## src/rtl/rc4_prga_engine.sv

```systemverilog
// RC4 PRGA sequencer: keystream generation, S swap, XOR with ciphertext and plaintext write-back.
// Latency 10 cycles per byte plus one DONE cycle; no backpressure, abort returns to IDLE next cycle.
module rc4_prga_engine #(
    parameter int LEN_W    = 5,
    parameter bit CHECK_EN = 1'b1
) (
    input  logic             clk,
    input  logic             rst_n,
    input  logic             start,
    input  logic             abort,
    input  logic             mode,
    input  logic [LEN_W-1:0] msg_len,
    input  logic [7:0]       chk_lo,
    input  logic [7:0]       chk_hi,
    output logic [7:0]       s_addr,
    output logic [7:0]       s_wrdata,
    output logic             s_wren,
    input  logic [7:0]       s_q,
    output logic [LEN_W-1:0] enc_addr,
    input  logic [7:0]       enc_q,
    output logic [LEN_W-1:0] dec_addr,
    output logic [7:0]       dec_wrdata,
    output logic             dec_wren,
    output logic             busy,
    output logic             done,
    output logic             pass,
    output logic [LEN_W-1:0] bytes_done
);

    typedef enum logic [3:0] {
        IDLE, INC_I, RD_SI, LAT_SI, RD_SJ, LAT_SJ, WR_SI,
        RD_F, LAT_F, WR_DEC, NEXT, DONE
    } state_t;

    state_t           state;
    logic [7:0]       i, j, si, sj, f, enc;
    logic [LEN_W-1:0] k, len_q;
    logic [7:0]       lo_q, hi_q;
    logic             mode_q, fail;
    logic [LEN_W-1:0] len_m1;
    logic             in_window;

    assign busy       = (state != IDLE);
    assign enc_addr   = k;
    assign dec_addr   = k;
    assign dec_wrdata = mode_q ? f : (f ^ enc);
    assign len_m1     = len_q - LEN_W'(1);
    assign in_window  = ((dec_wrdata >= lo_q) && (dec_wrdata <= hi_q)) || (dec_wrdata == 8'h20);

    // Memory-facing strobes are registered: each is set on the edge entering the state that owns it.
    always_ff @(posedge clk) begin
        if (!rst_n) begin
            state      <= IDLE;
            i          <= 8'd0;
            j          <= 8'd0;
            si         <= 8'd0;
            sj         <= 8'd0;
            f          <= 8'd0;
            enc        <= 8'd0;
            k          <= '0;
            len_q      <= '0;
            lo_q       <= 8'd0;
            hi_q       <= 8'd0;
            mode_q     <= 1'b0;
            fail       <= 1'b0;
            s_addr     <= 8'd0;
            s_wrdata   <= 8'd0;
            s_wren     <= 1'b0;
            dec_wren   <= 1'b0;
            done       <= 1'b0;
            pass       <= 1'b0;
            bytes_done <= '0;
        end else begin
            s_wren   <= 1'b0;
            dec_wren <= 1'b0;
            done     <= 1'b0;
            if (abort) begin
                state <= IDLE;
            end else begin
                case (state)
                    IDLE: if (start) begin
                        i          <= 8'd0;
                        j          <= 8'd0;
                        k          <= '0;
                        mode_q     <= mode;
                        len_q      <= msg_len;
                        lo_q       <= chk_lo;
                        hi_q       <= chk_hi;
                        fail       <= 1'b0;
                        bytes_done <= '0;
                        pass       <= (msg_len == '0);
                        if (msg_len == '0) begin
                            state <= DONE;
                            done  <= 1'b1;
                        end else begin
                            state <= INC_I;
                        end
                    end
                    INC_I: begin
                        i      <= i + 8'd1;
                        s_addr <= i + 8'd1;
                        state  <= RD_SI;
                    end
                    RD_SI: state <= LAT_SI;
                    LAT_SI: begin
                        si     <= s_q;
                        j      <= j + s_q;
                        s_addr <= j + s_q;
                        state  <= RD_SJ;
                    end
                    RD_SJ: begin
                        s_wrdata <= si;
                        s_wren   <= 1'b1;
                        state    <= LAT_SJ;
                    end
                    LAT_SJ: begin
                        sj       <= s_q;
                        s_addr   <= i;
                        s_wrdata <= s_q;
                        s_wren   <= 1'b1;
                        state    <= WR_SI;
                    end
                    WR_SI: begin
                        s_addr <= si + sj;
                        state  <= RD_F;
                    end
                    RD_F: state <= LAT_F;
                    LAT_F: begin
                        f        <= s_q;
                        enc      <= enc_q;
                        dec_wren <= 1'b1;
                        state    <= WR_DEC;
                    end
                    WR_DEC: begin
                        fail  <= CHECK_EN && !in_window;
                        state <= NEXT;
                    end
                    NEXT: begin
                        k          <= k + LEN_W'(1);
                        bytes_done <= k + LEN_W'(1);
                        if (fail || (k == len_m1)) begin
                            state <= DONE;
                            done  <= 1'b1;
                            pass  <= !fail;
                        end else begin
                            state <= INC_I;
                        end
                    end
                    DONE:    state <= IDLE;
                    default: state <= IDLE;
                endcase
            end
        end
    end

endmodule

```

## config.mk

```make
export PLATFORM = sky130hd
export DESIGN_NAME = rc4_prga_engine
export DESIGN_NICKNAME = d
export VERILOG_FILES = /design/src/rtl/rc4_prga_engine.sv
export SDC_FILE = /design/constraint.sdc
export NUM_CORES = 1
export LEC_CHECK = 0
export BUFFER_PORTS_ARGS = -buffer_cell sky130_fd_sc_hd__buf_2
export CORE_ASPECT_RATIO = 1.1
export CORE_MARGIN = 4
export CORE_UTILIZATION = 47
export CTS_CLUSTER_SIZE = 30
export DETAILED_ROUTE_END_ITERATION = 8
export PLACE_DENSITY = 0.74
export SLEW_MARGIN = 20
export SYNTH_ARGS = -nofsm -noshare
export SYNTH_HDL_FRONTEND = slang
export SYNTH_SLANG_ARGS = --single-unit
```

## constraint.sdc

```tcl
create_clock -name clk -period 3 [get_ports clk]
set_input_delay 0 -clock clk [delete_from_list [all_inputs] [get_ports clk]]
set_output_delay 0 -clock clk [all_outputs]
set_load 0.02 [all_outputs]
```

==> results.md, run 1 <==
- The flow ran to the end, and the final reports show no timing, DRC or antenna violations.
- The clock network fraction of design power is 0.422.
- The number of max-slew violations in the final report is 0.
- The final antenna diode count is 0.
- The sequential standard cell area is 0.00200 mm2.
- The leakage power of the design is 2.70 nW.
- The routed wire length per instance is 15.8 um.
- After detailed routing, the number of vias per cell comes to 5.69.
- The data arrival time of the worst path is 2.77 ns.
- The number of buffers inserted by post-CTS setup repair is 0.
- TritonCTS built the clock tree.
- The root buffer cell is sky130_fd_sc_hd__clkbuf_16.
- The sequential element share of the synthesized area is 0.359.
- The combinational fraction of design power is 0.093.
- For the pin with the worst max-slew slack, the measured transition is 0.876 ns.
- The overall die area is 0.0137 mm2.
- After synthesis, the share of flip-flops with an asynchronous set or reset is 0.
- After layout, the worst setup slack is 0.459 ns.
- The peak supply drop is 0.258 mV.
- Yosys printed 0 warnings.
- The global router's overall resource usage is 0.217.
- After the flow finishes, the layout carries non-filler instances totaling 960.
- The signal on the critical path passes through nand4bb_1 > nor2_1 > nor2_1 > buf_4 > a21o_1 > a21oi_1 > nor2_1.
- The number of distinct library cell variants in the gate-level netlist after synthesis is 59.
- The number of register bits inferred by synthesis is 100.
- Synthesis produced a netlist with a net count of 783.
- The DRC violation count after routing is 0.
- Cell internal power was estimated by the tool at 2.14 mW.
- STA classifies the critical path endpoint as a flip-flop.
- Of the post-synthesis cell area, the dominant cell type holds 0.359.
- OpenSTA, run right after detailed placement, puts the worst setup slack at 0.545 ns.
- The post-cts repair resize count is 0.
- Dividing the final minimum period by the clock period gives 0.847.
- Of the cells placed in the final design, the portion with a size suffix greater than 1 is 0.149.
- A synthesized cell averages 7.89 um2.
- The global-route wire length before repair is 24,600 um.
- The final-layout setup total negative slack is 0 ns.
- The design draws 2.82 mW.
- The HPWL after detailed placement is 11,100 um.
- The routability congestion estimate from global placement is 0.896.
- The final non-filler cell area is 0.00671 mm2.
- The site row count is 41.
- The worst pin sits at a relative slew slack of 0.414.
- The most common cell type on the critical path is sky130_fd_sc_hd__nor2_1.
- Static timing analysis puts the maximum clock frequency at 394 MHz.
- The initial utilization of the core area, before any placement, comes to 0.483.
- The number of buffers inserted for hold repair after clock tree synthesis is 36.
- Clock tree synthesis inserted a total of 9 buffers.
- The largest net degree at the start of global routing is 50.
- The final critical delay including setup and external delays is 2.54 ns.
- The synthesized instance count is 706.
- The class of the worst hold path is in -> reg.
- On the critical path the largest part of the delay comes from simple AND/OR/NAND/NOR gates.
- The number of hold violations in the final report is 0.
- The share of total power dissipated in sequential elements is 0.485.
- The routed layout has 5,458 vias.
- For this run, the detailed router's first-pass iteration total came to 5.
- STA classifies the critical path startpoint as a flip-flop.
- Setup violations remaining at the end of the flow were counted as 0.
- From left edge to right edge, the die measures 112 um.
- The final layout contains routed wiring with a total length of 15,100 um.
- Across the routed clock network, the largest skew measured is 0.00863 ns.
- Setup repair after global routing left no endpoint under its margin.
- Of the total power, the share spent switching nets is 0.240.
- Once placement finished, the instance area stood at 0.00604 mm2.
- The clock sink count is 100.
- Summed over all nets, the switching power comes to 677 uW.
- The total buffers and inverters traversed by the critical path is 1.
- The slowest stage of the critical path belongs to the cell sky130_fd_sc_hd__nor2_1.
- In the post-synthesis netlist, the biggest area contributors are sky130_fd_sc_hd__dfxtp_1 36%, sky130_fd_sc_hd__nand2_1 9.0%, sky130_fd_sc_hd__ha_1 7.4%.
- The number of port buffers is 85.
- The tool flagged a number of max-cap violations equal to 0.
- Among all flip-flop cells after synthesis, the most frequent one is sky130_fd_sc_hd__dfxtp_1.
- The largest single stage delay on the critical path is 0.78 ns.
- The multi-input logic area is 0.00324 mm2.
- The largest total area in the synthesized netlist belongs to sky130_fd_sc_hd__dfxtp_1.
- The count of nets left with antenna violations once routing finished came out at 0.
- After clock tree synthesis, the clock-pin slew on the worst setup and hold paths is 0.07 ns.
- Counting along the longest clock path gives a buffer depth of 2.
- After filler insertion, the fill cell instance count of the layout stands at 1,023.
- STA puts the critical path data required time at 3.23 ns.
- The total power divided by cell area is 420 mW/mm2.
- The clock latency reported for the late side of the worst-skew pair is 0.34 ns.
- The CTS H-tree depth is 3.
- The cell area that synthesis handed to floorplanning was 0.00557 mm2.
- The global-route congestion overflow total is 0.
- The initial antenna violation count is 0.
- From synthesis to final layout, the design area changed by 20.4%.
- The critical path is of the reg -> reg type.
- The number of global-route vias before repair is 5,178.
- The overall die height is 122 um.
- The synthesized design contains 0 enable-type register cells.
- During I/O placement, the number of pins put on the boundary was 86.
- The standard cell core area is 0.0115 mm2.
- Along the worst path, the maximum fanout reaches 15.
- For this run, the post-layout net count is 882.
- For this block, the initial DRC count from the detailed router was 407.
- Once placement completed, the tool counted placed cells totaling 908.
-- stage by stage --
step | hold WS, ns | util
CTS | 0.00215 | 0.581
floorplan | 0.136 | -
finish | 0.0101 | 0.581
global placement | 0.241 | 0.523
global route | 0.00901 | 0.581
detailed placement | 0.247 | 0.523
-- routing by layer --
metal  track usage  wire length (um)  up-vias
li1              -                 -     2660
met1         0.273              6530     2580
met2         0.385              7490      187
met3        0.0318               844       31
met4        0.0677               271        0
met5             0                 0        -
-- worst paths after layout --
kind / cells past startpoint / slack, ns / startpoint / to
setup reg to reg: 7 / 0.46 / state[1] / j[7]
hold / removal: 3 / 0.01 / s_q[7] / f[7]
setup / recovery: 7 / 0.46 / state[1] / j[7]
hold reg to reg: 2 / 0.46 / enc[7] / enc[7]
-- placed cells by master (no fill, tap or decap), types with 11 or more instances in the layout --
| cell type | instances |
|---|---|
| sky130_fd_sc_hd__a21oi_1 | 71 |
| sky130_fd_sc_hd__nor2_1 | 72 |
| sky130_fd_sc_hd__nor3_1 | 12 |
| sky130_fd_sc_hd__buf_2 | 85 |
| sky130_fd_sc_hd__a311oi_1 | 11 |
| sky130_fd_sc_hd__mux2i_1 | 11 |
| sky130_fd_sc_hd__nand2_1 | 133 |
| sky130_fd_sc_hd__xor2_1 | 11 |
| sky130_fd_sc_hd__dlygate4sd3_1 | 36 |
| sky130_fd_sc_hd__nand2b_1 | 13 |
| sky130_fd_sc_hd__ha_1 | 33 |
| sky130_fd_sc_hd__inv_1 | 24 |
| sky130_fd_sc_hd__dfxtp_1 | 100 |
| sky130_fd_sc_hd__nand3_1 | 11 |
| sky130_fd_sc_hd__o21ai_0 | 31 |
| sky130_fd_sc_hd__xnor2_1 | 19 |
-- power by group through the flow --
stage | sequential [mW] | combinational, mW | clock [mW]
floorplan | 1.39 | 0.142 | 0
global placement | 1.39 | 0.215 | 0
detailed placement | 1.40 | 0.223 | 0
CTS | 1.37 | 0.261 | 1.20
global route | 1.37 | 0.291 | 1.26
finish | 1.37 | 0.263 | 1.19
-- Yosys cell counts (all sizes together), types with 3 or more instances --
cell,number
nand3,11
nor2,74
and3,3
nor3,12
a211oi,9
dfxtp,100
a21oi,71
a31oi,7
inv,25
xor2,11
nor2b,10
or4,4
nand4,7
mux2i,11
nand2b,13
a21o,5
ha,33
o21a,3
or3,5
a22oi,8
o21ai,33
nor4,8
nand2,133
buf,25
a311oi,11
a41oi,3
o211ai,3
xnor2,19
clkbuf,19
-- sequential cells by signal, indices dropped and copies added, names as in the netlist --
| register | count |
|---|---|
| dec_addr | 5 |
| dec_wren | 1 |
| done | 1 |
| enc | 8 |
| f | 8 |
| fail | 1 |
| hi_q | 8 |
| i | 8 |
| j | 8 |
| len_q | 5 |
| lo_q | 8 |
| mode_q | 1 |
| pass | 1 |
| s_addr | 8 |
| s_wrdata | 8 |
| s_wren | 1 |
| si | 8 |
| sj | 8 |
| state | 4 |
-- worst register-to-register path: stages, from the launching register on --
cell                        delay, ns
sky130_fd_sc_hd__dfxtp_1         0.63
sky130_fd_sc_hd__nand4bb_1       0.38
sky130_fd_sc_hd__nor2_1          0.78
sky130_fd_sc_hd__nor2_1          0.09
sky130_fd_sc_hd__buf_4           0.20
sky130_fd_sc_hd__a21o_1          0.15
sky130_fd_sc_hd__a21oi_1         0.16
sky130_fd_sc_hd__nor2_1          0.05
-- cell families (layout without fill, tap and decap cells) --
logic type / Yosys count / after routing / share of synthesized area
AO/OA/AOI/OAI: 173 / 173 / 0.197
XOR/XNOR: 30 / 30 / 0.0471
adder cells (fa/ha/maj): 35 / 35 / 0.0813
buffers and inverters: 69 / 173 / 0.0599
flip-flops: 100 / 100 / 0.359
multiplexers: 11 / 11 / 0.0198
AND/OR/NAND/NOR: 288 / 288 / 0.236
-- area by class of cell --
| class | count | share of cell area |
|---|---|---|
| multi-input combinational | 537 | 0.482 |
| sequential | 100 | 0.298 |
| timing repair buffer | 132 | 0.131 |
| clock buffer | 10 | 0.0356 |
| tap | 150 | 0.0280 |
| inverter | 25 | 0.0140 |
| clock inverter | 6 | 0.0103 |
Power figures use the tool's default switching activity.
==> inputs of run 2 (changes only) <==
--- a/config.mk
+++ b/config.mk
@@ -5,6 +5,7 @@
 export SDC_FILE = /design/constraint.sdc
 export NUM_CORES = 1
 export LEC_CHECK = 0
+export ABC_AREA = 1
 export BUFFER_PORTS_ARGS = -buffer_cell sky130_fd_sc_hd__buf_2
 export CORE_ASPECT_RATIO = 1.1
 export CORE_MARGIN = 4
==> constraint.sdc (replaced) <==
create_clock -name clk -period 2.6 [get_ports clk]
set_input_delay 0 -clock clk [delete_from_list [all_inputs] [get_ports clk]]
set_output_delay 0 -clock clk [all_outputs]
set_load 0.02 [all_outputs]
==> run 2 against run 1 <==
  * First-iteration DRC count fell by 21%
  * Power rose by 19%
  * Fmax rose by 24%
  * Largest cell class unchanged
==> results.md, run 2 <==
- The number of cells in the finished layout apart from fillers is 1,059 (was 960).
- The highest net fanout along the worst path came to 9 (was 15).
- The effective utilization at floorplan was 0.484 (was 0.483).
- The sequential element share of the synthesized area is 0.358 (was 0.359).
- The overall die area came to 0.0137 mm2 (about the same).
- The DRC violation count after routing came to 0 (unchanged).
- The maximum single-stage delay on the critical path is 0.32 ns (was 0.78 ns).
- The number of nets with antenna violations after routing is 0 (unchanged).
- The final critical delay including setup and external delays is 2.04 ns (was 2.54 ns).
- The capture instance of the worst register-to-register path is fail (was j[7]).
- The cell count of the worst reg-to-reg path came to 12 (was 7).
- The overall die height was 122 um (about the same).
- The global router's overall resource usage is 0.216 (was 0.217).
- The number of buffers added by the clock tree synthesis step is 9 (unchanged).
- The number of register bits inferred by synthesis is 100 (unchanged).
- The number of top-level pins came to 86 (unchanged).
- The number of port buffers is 85 (unchanged).
- The data arrival time of the worst path is 2.28 ns (was 2.77 ns).
- The critical path's slowest cell is sky130_fd_sc_hd__xor2_1 (was sky130_fd_sc_hd__nor2_1).
- The most common cell type on the critical path is sky130_fd_sc_hd__nand2_1 (was sky130_fd_sc_hd__nor2_1).
- List of most frequent post-synthesis cells: 152 x sky130_fd_sc_hd__nand2_1, 113 x sky130_fd_sc_hd__inv_1, 103 x sky130_fd_sc_hd__a21oi_1 (was 133 x sky130_fd_sc_hd__nand2_1, 100 x sky130_fd_sc_hd__dfxtp_1, 72 x sky130_fd_sc_hd__nor2_1).
- The synthesized instance count is 798 (was 706).
- The number of hold violations in the final report was 0 (unchanged).
- The root buffer cell is sky130_fd_sc_hd__clkbuf_16 (unchanged).
- The final hold slack was 0.0439 ns (was 0.0101 ns).
- The clock latency reported for the late side of the worst-skew pair is 0.35 ns (was 0.34 ns).
- The fraction of synthesized cell area taken by the top area cell type is 0.358 (was 0.359).
- The predominant post-synthesis flop cell is sky130_fd_sc_hd__dfxtp_1 (unchanged).
- The number of synthesized flops with an enable pin is 0 (unchanged).
- The clock-pin slew on the worst setup and hold paths is 0.07 ns (about the same).
- The total wire length is 14,200 um (was 15,100 um).
- The number of vias per cell after detailed routing was 5.06 (was 5.69).
- The number of max-slew violations in the final report is 0 (unchanged).
- The number of detailed-routing iterations run before antenna repair is 5 (unchanged).
- The proportion of layout cells with a drive suffix above 1 was 0.145 (was 0.149).
- The number of distinct library cell variants in the gate-level netlist after synthesis is 39 (was 59).
- The final cycle utilization of the critical path is 0.785 (was 0.847).
- The leakage power of the design is 3.16 nW (was 2.70 nW).
- The die extent in x was 112 um (about the same).
- The area of the mapped netlist is 0.00559 mm2 (was 0.00557 mm2).
- Most frequent cells in the layout: 152 x sky130_fd_sc_hd__nand2_1, 113 x sky130_fd_sc_hd__inv_1, 103 x sky130_fd_sc_hd__a21oi_1 (was 133 x sky130_fd_sc_hd__nand2_1, 100 x sky130_fd_sc_hd__dfxtp_1, 85 x sky130_fd_sc_hd__buf_2).
- The register-to-register path setup slack is 0.56 ns (was 0.46 ns).
- The starting DRC count in detailed routing came to 321 (was 407).
- The global-route congestion overflow total came to 0 (unchanged).
- The CTS H-tree depth is 3 (unchanged).
- The routed via count came to 5,354 (was 5,458).
- The element type at the critical path start is a flip-flop (unchanged).
- List of cells traversed by the critical path: clkinv_1 > nand2_1 > xor2_1 > ha_1 > a21oi_1 > nor2_1 > nor3_1 > nand2_1 > nand2_1 > nand2_1 > nand3_1 > a21oi_1 (was nand4bb_1 > nor2_1 > nor2_1 > buf_4 > a21o_1 > a21oi_1 > nor2_1).
- The synthesized net count is 875 (was 783).
- The depth of the critical timing path with buffers and inverters included came to 12 (was 7).
- The launch point of the worst reg-to-reg path is mode_q (was state[1]).
- The site row count is 41 (unchanged).
- The routability congestion estimate from global placement is 0.899 (was 0.896).
- The largest net degree at the start of global routing came to 39 (was 50).
- The worst setup path endpoint is fail (was j[7]).
- The synthesis warning total is 0 (unchanged).
- The worst-margin pin slew is 0.687 ns (was 0.876 ns).
- Ranking of synthesized cells by area: sky130_fd_sc_hd__dfxtp_1 36%, sky130_fd_sc_hd__nand2_1 10%, sky130_fd_sc_hd__a21oi_1 9.2% (was sky130_fd_sc_hd__dfxtp_1 36%, sky130_fd_sc_hd__nand2_1 9.0%, sky130_fd_sc_hd__ha_1 7.4%).
- The clock sink count is 100 (unchanged).
- The final antenna diode count is 0 (unchanged).
- The category of the worst setup path capture point is a flip-flop (unchanged).
- The maximum clock frequency is 490 MHz (was 394 MHz).
- The total buffers and inverters traversed by the critical path is 1 (unchanged).
- The routed wire length per instance is 13.4 um (was 15.8 um).
- The class of the worst hold path is in -> reg (unchanged).
- The final number of setup-violating endpoints is 0 (unchanged).
- The final-layout setup total negative slack is 0 ns (unchanged).
- Status: finished clean (unchanged).
- The cell family with the largest share of critical-path delay is simple AND/OR/NAND/NOR gates (unchanged).
- The initial antenna violation count came to 0 (unchanged).
- The area overhead of the layout relative to synthesis is 20.3% (was 20.4%).
- The maximum count of clock buffers along a single path is 2 (unchanged).
- The mean instance size in the synthesized netlist was 7.00 um2 (was 7.89 um2).
- The start point of the critical path is mode_q (was state[1]).
- The most numerous cell in the Yosys netlist is sky130_fd_sc_hd__nand2_1 (unchanged).
- The number of global-route vias before repair is 5,089 (was 5,178).
- The critical path class is reg -> reg (unchanged).
- The peak supply drop was 0.351 mV (was 0.258 mV).
- The global-route wire length before repair is 24,100 um (was 24,600 um).
- Setup repair after global routing missed its margin: false (unchanged).
- The number of max-cap violations is 0 (unchanged).
- The standard cell core area came to 0.0115 mm2 (unchanged).
- The layout filler cell count is 1,106 (was 1,023).
- The source of the worst hold timing path is s_q[1] (was s_q[7]).
- The number of buffers inserted by post-CTS setup repair is 0 (unchanged).
- The commonest non-fill, non-tap cell in the layout is sky130_fd_sc_hd__nand2_1 (unchanged).
- The cell accounting for the most synthesized area is sky130_fd_sc_hd__dfxtp_1 (unchanged).
- The number of nets in the layout came to 982 (was 882).
- The total power divided by cell area was 498 mW/mm2 (was 420 mW/mm2).
- The total instance count after detailed placement came to 1,006 (was 908).
- The final core area utilization is 0.582 (was 0.581).
- The HPWL after detailed placement is 10,200 um (was 11,100 um).
- The relative max-transition margin is 0.541 (was 0.414).
- The fraction of registers with async set or reset after synthesis is 0 (unchanged).
- The setup skew after layout was 0.00742 ns (was 0.00863 ns).
- The TritonCTS clock tree is built (unchanged).
- The data required time of the critical path is 2.84 ns (was 3.23 ns).
run 2: changes by cell type after synthesis, moves of 15 or more:
cell	delta
sky130_fd_sc_hd__inv_1	+88
sky130_fd_sc_hd__nand3_1	+36
sky130_fd_sc_hd__xnor2_1	-15
sky130_fd_sc_hd__nand2_1	+19
sky130_fd_sc_hd__a21oi_1	+32
sky130_fd_sc_hd__o21ai_0	+48
run 2: final cells by class:
type	count	area, um2	area share
Clock buffer	10	239	0.0356
Clock inverter	5	61.3	0.00912
Inverter	122	458	0.0681
Multi-Input combinational cell	542	2920	0.434
Sequential cell	100	2000	0.298
Tap cell	150	188	0.0279
Timing Repair Buffer	130	858	0.128
run 2: report_power, final:
| group | internal, mW | leakage, nW | switching, mW |
|---|---|---|---|
| clock network | 0.772 | 0.149 | 0.590 |
| logic | 0.158 | 2.20 | 0.234 |
| registers | 1.57 | 0.811 | 0.0192 |
| total | 2.50 | 3.16 | 0.843 |
run 2: worst min path at each step:
stage	end	slack, ns	depth (start not counted)
after global placement	enc[4]	0.28	3
after CTS	sj[1]	0.04	3
after detailed placement	lo_q[0]	0.28	3
after global routing	sj[1]	0.07	3
after floorplan	sj[7]	0.13	2
final	sj[1]	0.04	3
run 2: worst min-delay path: cells and delay by family:
family	cells	cell delay (ns)
buffers and inverters	1	0.18
AND/OR/NAND/NOR	2	0.18
run 2: timing repair:
action,CTS,global route
resized for setup,0,0
hold buffers,38,0
endpoints found under the setup margin,0,0
endpoints found under the hold margin,40,0
run 2: routing by layer:
layer,track usage,routed length (um),vias up
met5,0,0,-
li1,-,-,2810
met1,0.271,6530,2419
met2,0.378,6800,110
met3,0.0261,639,15
met4,0.0872,247,0
run 2: cells by family (layout without fill, tap and decap cells):
family / count (synthesis) / after routing / share of synthesized area
simple gates: 297 / 297 / 0.232
compound gates: 192 / 192 / 0.180
buf+inv: 156 / 267 / 0.120
flops: 100 / 100 / 0.358
fa+ha+maj: 35 / 35 / 0.0811
xor+xnor: 17 / 17 / 0.0267
mux: 1 / 1 / 0.00202
run 2: through the flow:
step | cell area [um2] | power, mW | worst slack, ns
global route | 6720 | 3.48 | 0.347
detailed placement | 6040 | 1.97 | 0.584
floorplan | 5590 | 1.86 | 0.533
finish | 6720 | 3.35 | 0.559
global placement | 6040 | 1.96 | 0.683
CTS | 6720 | 3.36 | 0.577
==> inputs of run 3 (changes only) <==
--- a/config.mk
+++ b/config.mk
@@ -5,7 +5,7 @@
 export SDC_FILE = /design/constraint.sdc
 export NUM_CORES = 1
 export LEC_CHECK = 0
-export ABC_AREA = 1
+export ABC_AREA = 0
 export BUFFER_PORTS_ARGS = -buffer_cell sky130_fd_sc_hd__buf_2
 export CORE_ASPECT_RATIO = 1.1
 export CORE_MARGIN = 4
==> constraint.sdc (replaced) <==
create_clock -name clk -period 2 [get_ports clk]
set_input_delay 0 -clock clk [delete_from_list [all_inputs] [get_ports clk]]
set_output_delay 0 -clock clk [all_outputs]
set_load 0.02 [all_outputs]
==> run 3 against run 2 <==
  * The run now ends with setup timing left
  * Final cell count down 4.2%
  * Combinational power up 18%
  * Flip-flop and latch count unchanged
  * Count of clock-buffer cells in the layout unchanged
  * Sequential share of layout area down 2.7 points
  * Worst setup slack worse by 0.60 ns
  * First-iteration DRC count up 12%
  * Worst hold slack better by 0.011 ns
  * Core utilization up 6.2 points
  * Register-to-register slack worse by 0.60 ns
==> results.md, run 3 (synthesized netlist as in run 1, its figures left out) <==
- The element type at the critical path start is a flip-flop (unchanged).
- The commonest non-fill, non-tap cell in the layout is sky130_fd_sc_hd__nand2_1 (unchanged).
- The proportion of layout cells with a drive suffix above 1 was 0.264 (was 0.145).
- The initial antenna violation count is 0 (unchanged).
- The worst-margin pin slew is 0.520 ns (was 0.687 ns).
- The number of port buffers was 85 (unchanged).
- The routability congestion estimate from global placement is 0.895 (was 0.899).
- The source of the worst hold timing path is start (was s_q[1]).
- The number of detailed-routing iterations run before antenna repair was 5 (unchanged).
- Most frequent cells in the layout: 132 x sky130_fd_sc_hd__nand2_1, 93 x sky130_fd_sc_hd__dfxtp_1, 83 x sky130_fd_sc_hd__buf_2 (was 152 x sky130_fd_sc_hd__nand2_1, 113 x sky130_fd_sc_hd__inv_1, 103 x sky130_fd_sc_hd__a21oi_1).
- Status: complete, but fails checks (was finished clean).
- The number of global-route vias before repair is 5,690 (was 5,089).
- The largest net degree at the start of global routing is 43 (was 39).
- The starting DRC count in detailed routing is 358 (was 321).
- The clock sink count is 100 (unchanged).
- The TritonCTS clock tree was built (unchanged).
- The DRC violation count after routing came to 0 (unchanged).
- The final critical delay including setup and external delays is 2.04 ns (about the same).
- The HPWL after detailed placement was 11,800 um (was 10,200 um).
- The CTS H-tree depth is 3 (unchanged).
- The global-route congestion overflow total came to 0 (unchanged).
- The area overhead of the layout relative to synthesis came to 33.5% (was 20.3%).
- The number of max-slew violations in the final report is 0 (unchanged).
- The number of max-cap violations is 0 (unchanged).
- The final core area utilization is 0.644 (was 0.582).
- The final cycle utilization of the critical path was 1.02 (was 0.785).
- The maximum single-stage delay on the critical path is 0.35 ns (was 0.32 ns).
- The effective utilization at floorplan is 0.483 (was 0.484).
- The standard cell core area is 0.0115 mm2 (unchanged).
- The clock-pin slew on the worst setup and hold paths is 0.07 ns (about the same).
- The peak supply drop is 0.414 mV (was 0.351 mV).
- The critical path class is reg -> reg (unchanged).
- The number of buffers added by the clock tree synthesis step was 9 (unchanged).
- The relative max-transition margin is 0.652 (was 0.541).
- The category of the worst setup path capture point is a flip-flop (unchanged).
- Setup repair after global routing missed its margin: true (was false).
- The overall die area is 0.0137 mm2 (about the same).
- The data arrival time of the worst path is 2.29 ns (was 2.28 ns).
- List of cells traversed by the critical path: buf_4 > nand2b_1 > xnor2_2 > buf_4 > ha_1 > nand4_1 > o31ai_1 > o21ai_1 > a21boi_1 > nor2_1 (was clkinv_1 > nand2_1 > xor2_1 > ha_1 > a21oi_1 > nor2_1 > nor3_1 > nand2_1 > nand2_1 > nand2_1 > nand3_1 > a21oi_1).
- The site row count is 41 (unchanged).
- The routed wire length per instance is 16.2 um (was 13.4 um).
- The highest net fanout along the worst path is 8 (was 9).
- The leakage power of the design came to 3.12 nW (was 3.16 nW).
- The setup skew after layout was 0.00896 ns (was 0.00742 ns).
- The final non-filler cell area was 0.00744 mm2 (was 0.00672 mm2).
- The number of nets in the layout was 937 (was 982).
- The total power divided by cell area is 573 mW/mm2 (was 498 mW/mm2).
- The number of nets with antenna violations after routing is 0 (unchanged).
- The minimum setup slack after placement came to -0.122 ns (was 0.584 ns).
- The critical path's slowest cell is sky130_fd_sc_hd__dfxtp_2 (was sky130_fd_sc_hd__xor2_1).
- The minimum setup slack in the final design is -0.0401 ns (was 0.559 ns).
- The class of the worst hold path is in -> reg (unchanged).
- The number of top-level pins was 86 (unchanged).
- The overall die height was 122 um (about the same).
- The number of vias per cell after detailed routing came to 5.58 (was 5.06).
- The root buffer cell is sky130_fd_sc_hd__clkbuf_16 (unchanged).
- The checks that failed: setup timing.
- The area after detailed placement is 0.00653 mm2 (was 0.00604 mm2).
- The total wire length is 16,400 um (was 14,200 um).
- The final antenna diode count came to 0 (unchanged).
- The most common cell type on the critical path was sky130_fd_sc_hd__buf_4 (was sky130_fd_sc_hd__nand2_1).
- The routed via count is 5,656 (was 5,354).
- The data required time of the critical path is 2.25 ns (was 2.84 ns).
- The die extent in x was 112 um (about the same).
- The launch point of the worst reg-to-reg path is mode_q (unchanged).
- The maximum count of clock buffers along a single path came to 2 (unchanged).
- The final hold slack is 0.0547 ns (was 0.0439 ns).
- The global-route wire length before repair is 26,600 um (was 24,100 um).
- The global router's overall resource usage is 0.239 (was 0.216).
- The maximum clock frequency is 490 MHz (about the same).
- The number of hold violations in the final report is 0 (unchanged).
- The start point of the critical path is mode_q (unchanged).
- The clock latency reported for the late side of the worst-skew pair came to 0.36 ns (was 0.35 ns).
- The final number of setup-violating endpoints is 1 (was 0).
==> run 3: layer usage <==
metal / share of wire / track usage / up-vias
li1: - / - / 2775
met1: 0.43 / 0.293 / 2671
met2: 0.50 / 0.419 / 177
met3: 0.046 / 0.0447 / 33
met4: 0.023 / 0.0897 / 0
met5: 0 / 0 / -
==> run 3: metrics by stage <==
| stage | power [mW] | TNS, ns | cells |
|---|---|---|---|
| after global placement | 2.44 | -0.114 | 959 |
| after detailed placement | 2.46 | -0.287 | 959 |
| after global routing | 4.41 | -0.349 | 1014 |
| after CTS | 4.25 | -0.114 | 1014 |
| after floorplan | 2.31 | -0.129 | 706 |
| final | 4.26 | -0.0401 | 1014 |
==> run 3: layout make-up <==
cell class	instances	area, um2
sequential	100	2010
timing repair buffer	187	1320
inverter	25	93.8
clock buffer	10	239
clock inverter	5	52.6
fill	984	4100
tap	150	188
multi-input combinational	537	3530
==> run 3: critical path, delay by kind of cell, from the launching register on <==
kind                     cells  cell delay, ns
XOR/XNOR                     1            0.17
AND/OR/NAND/NOR              3            0.32
flip-flops                   1            0.35
AO/OA/AOI/OAI                3            0.52
buffers and inverters        2            0.28
adder cells (fa/ha/maj)      1            0.30
==> run 3: path summary, 6_finish.rpt <==
path	slack (ns)	endpoint	cells past startpoint
setup / recovery	-0.04	fail	10
hold / removal	0.05	done	4
setup reg to reg	-0.04	fail	10
hold reg to reg	0.46	hi_q[1]	2
==> run 3: where the power goes <==
part           internal (mW)  switching [mW]
Combinational          0.212           0.250
Sequential              2.02          0.0233
Clock                  0.990           0.765
Total                   3.22            1.04
==> run 3: what timing repair did <==
item,4_1_cts,5_1_grt
endpoints found under the hold margin,49,0
gates cloned,0,0
setup buffers,4,2
hold buffers,36,0
pin swaps,13,19
resized for setup,18,43
endpoints found under the setup margin,5,21
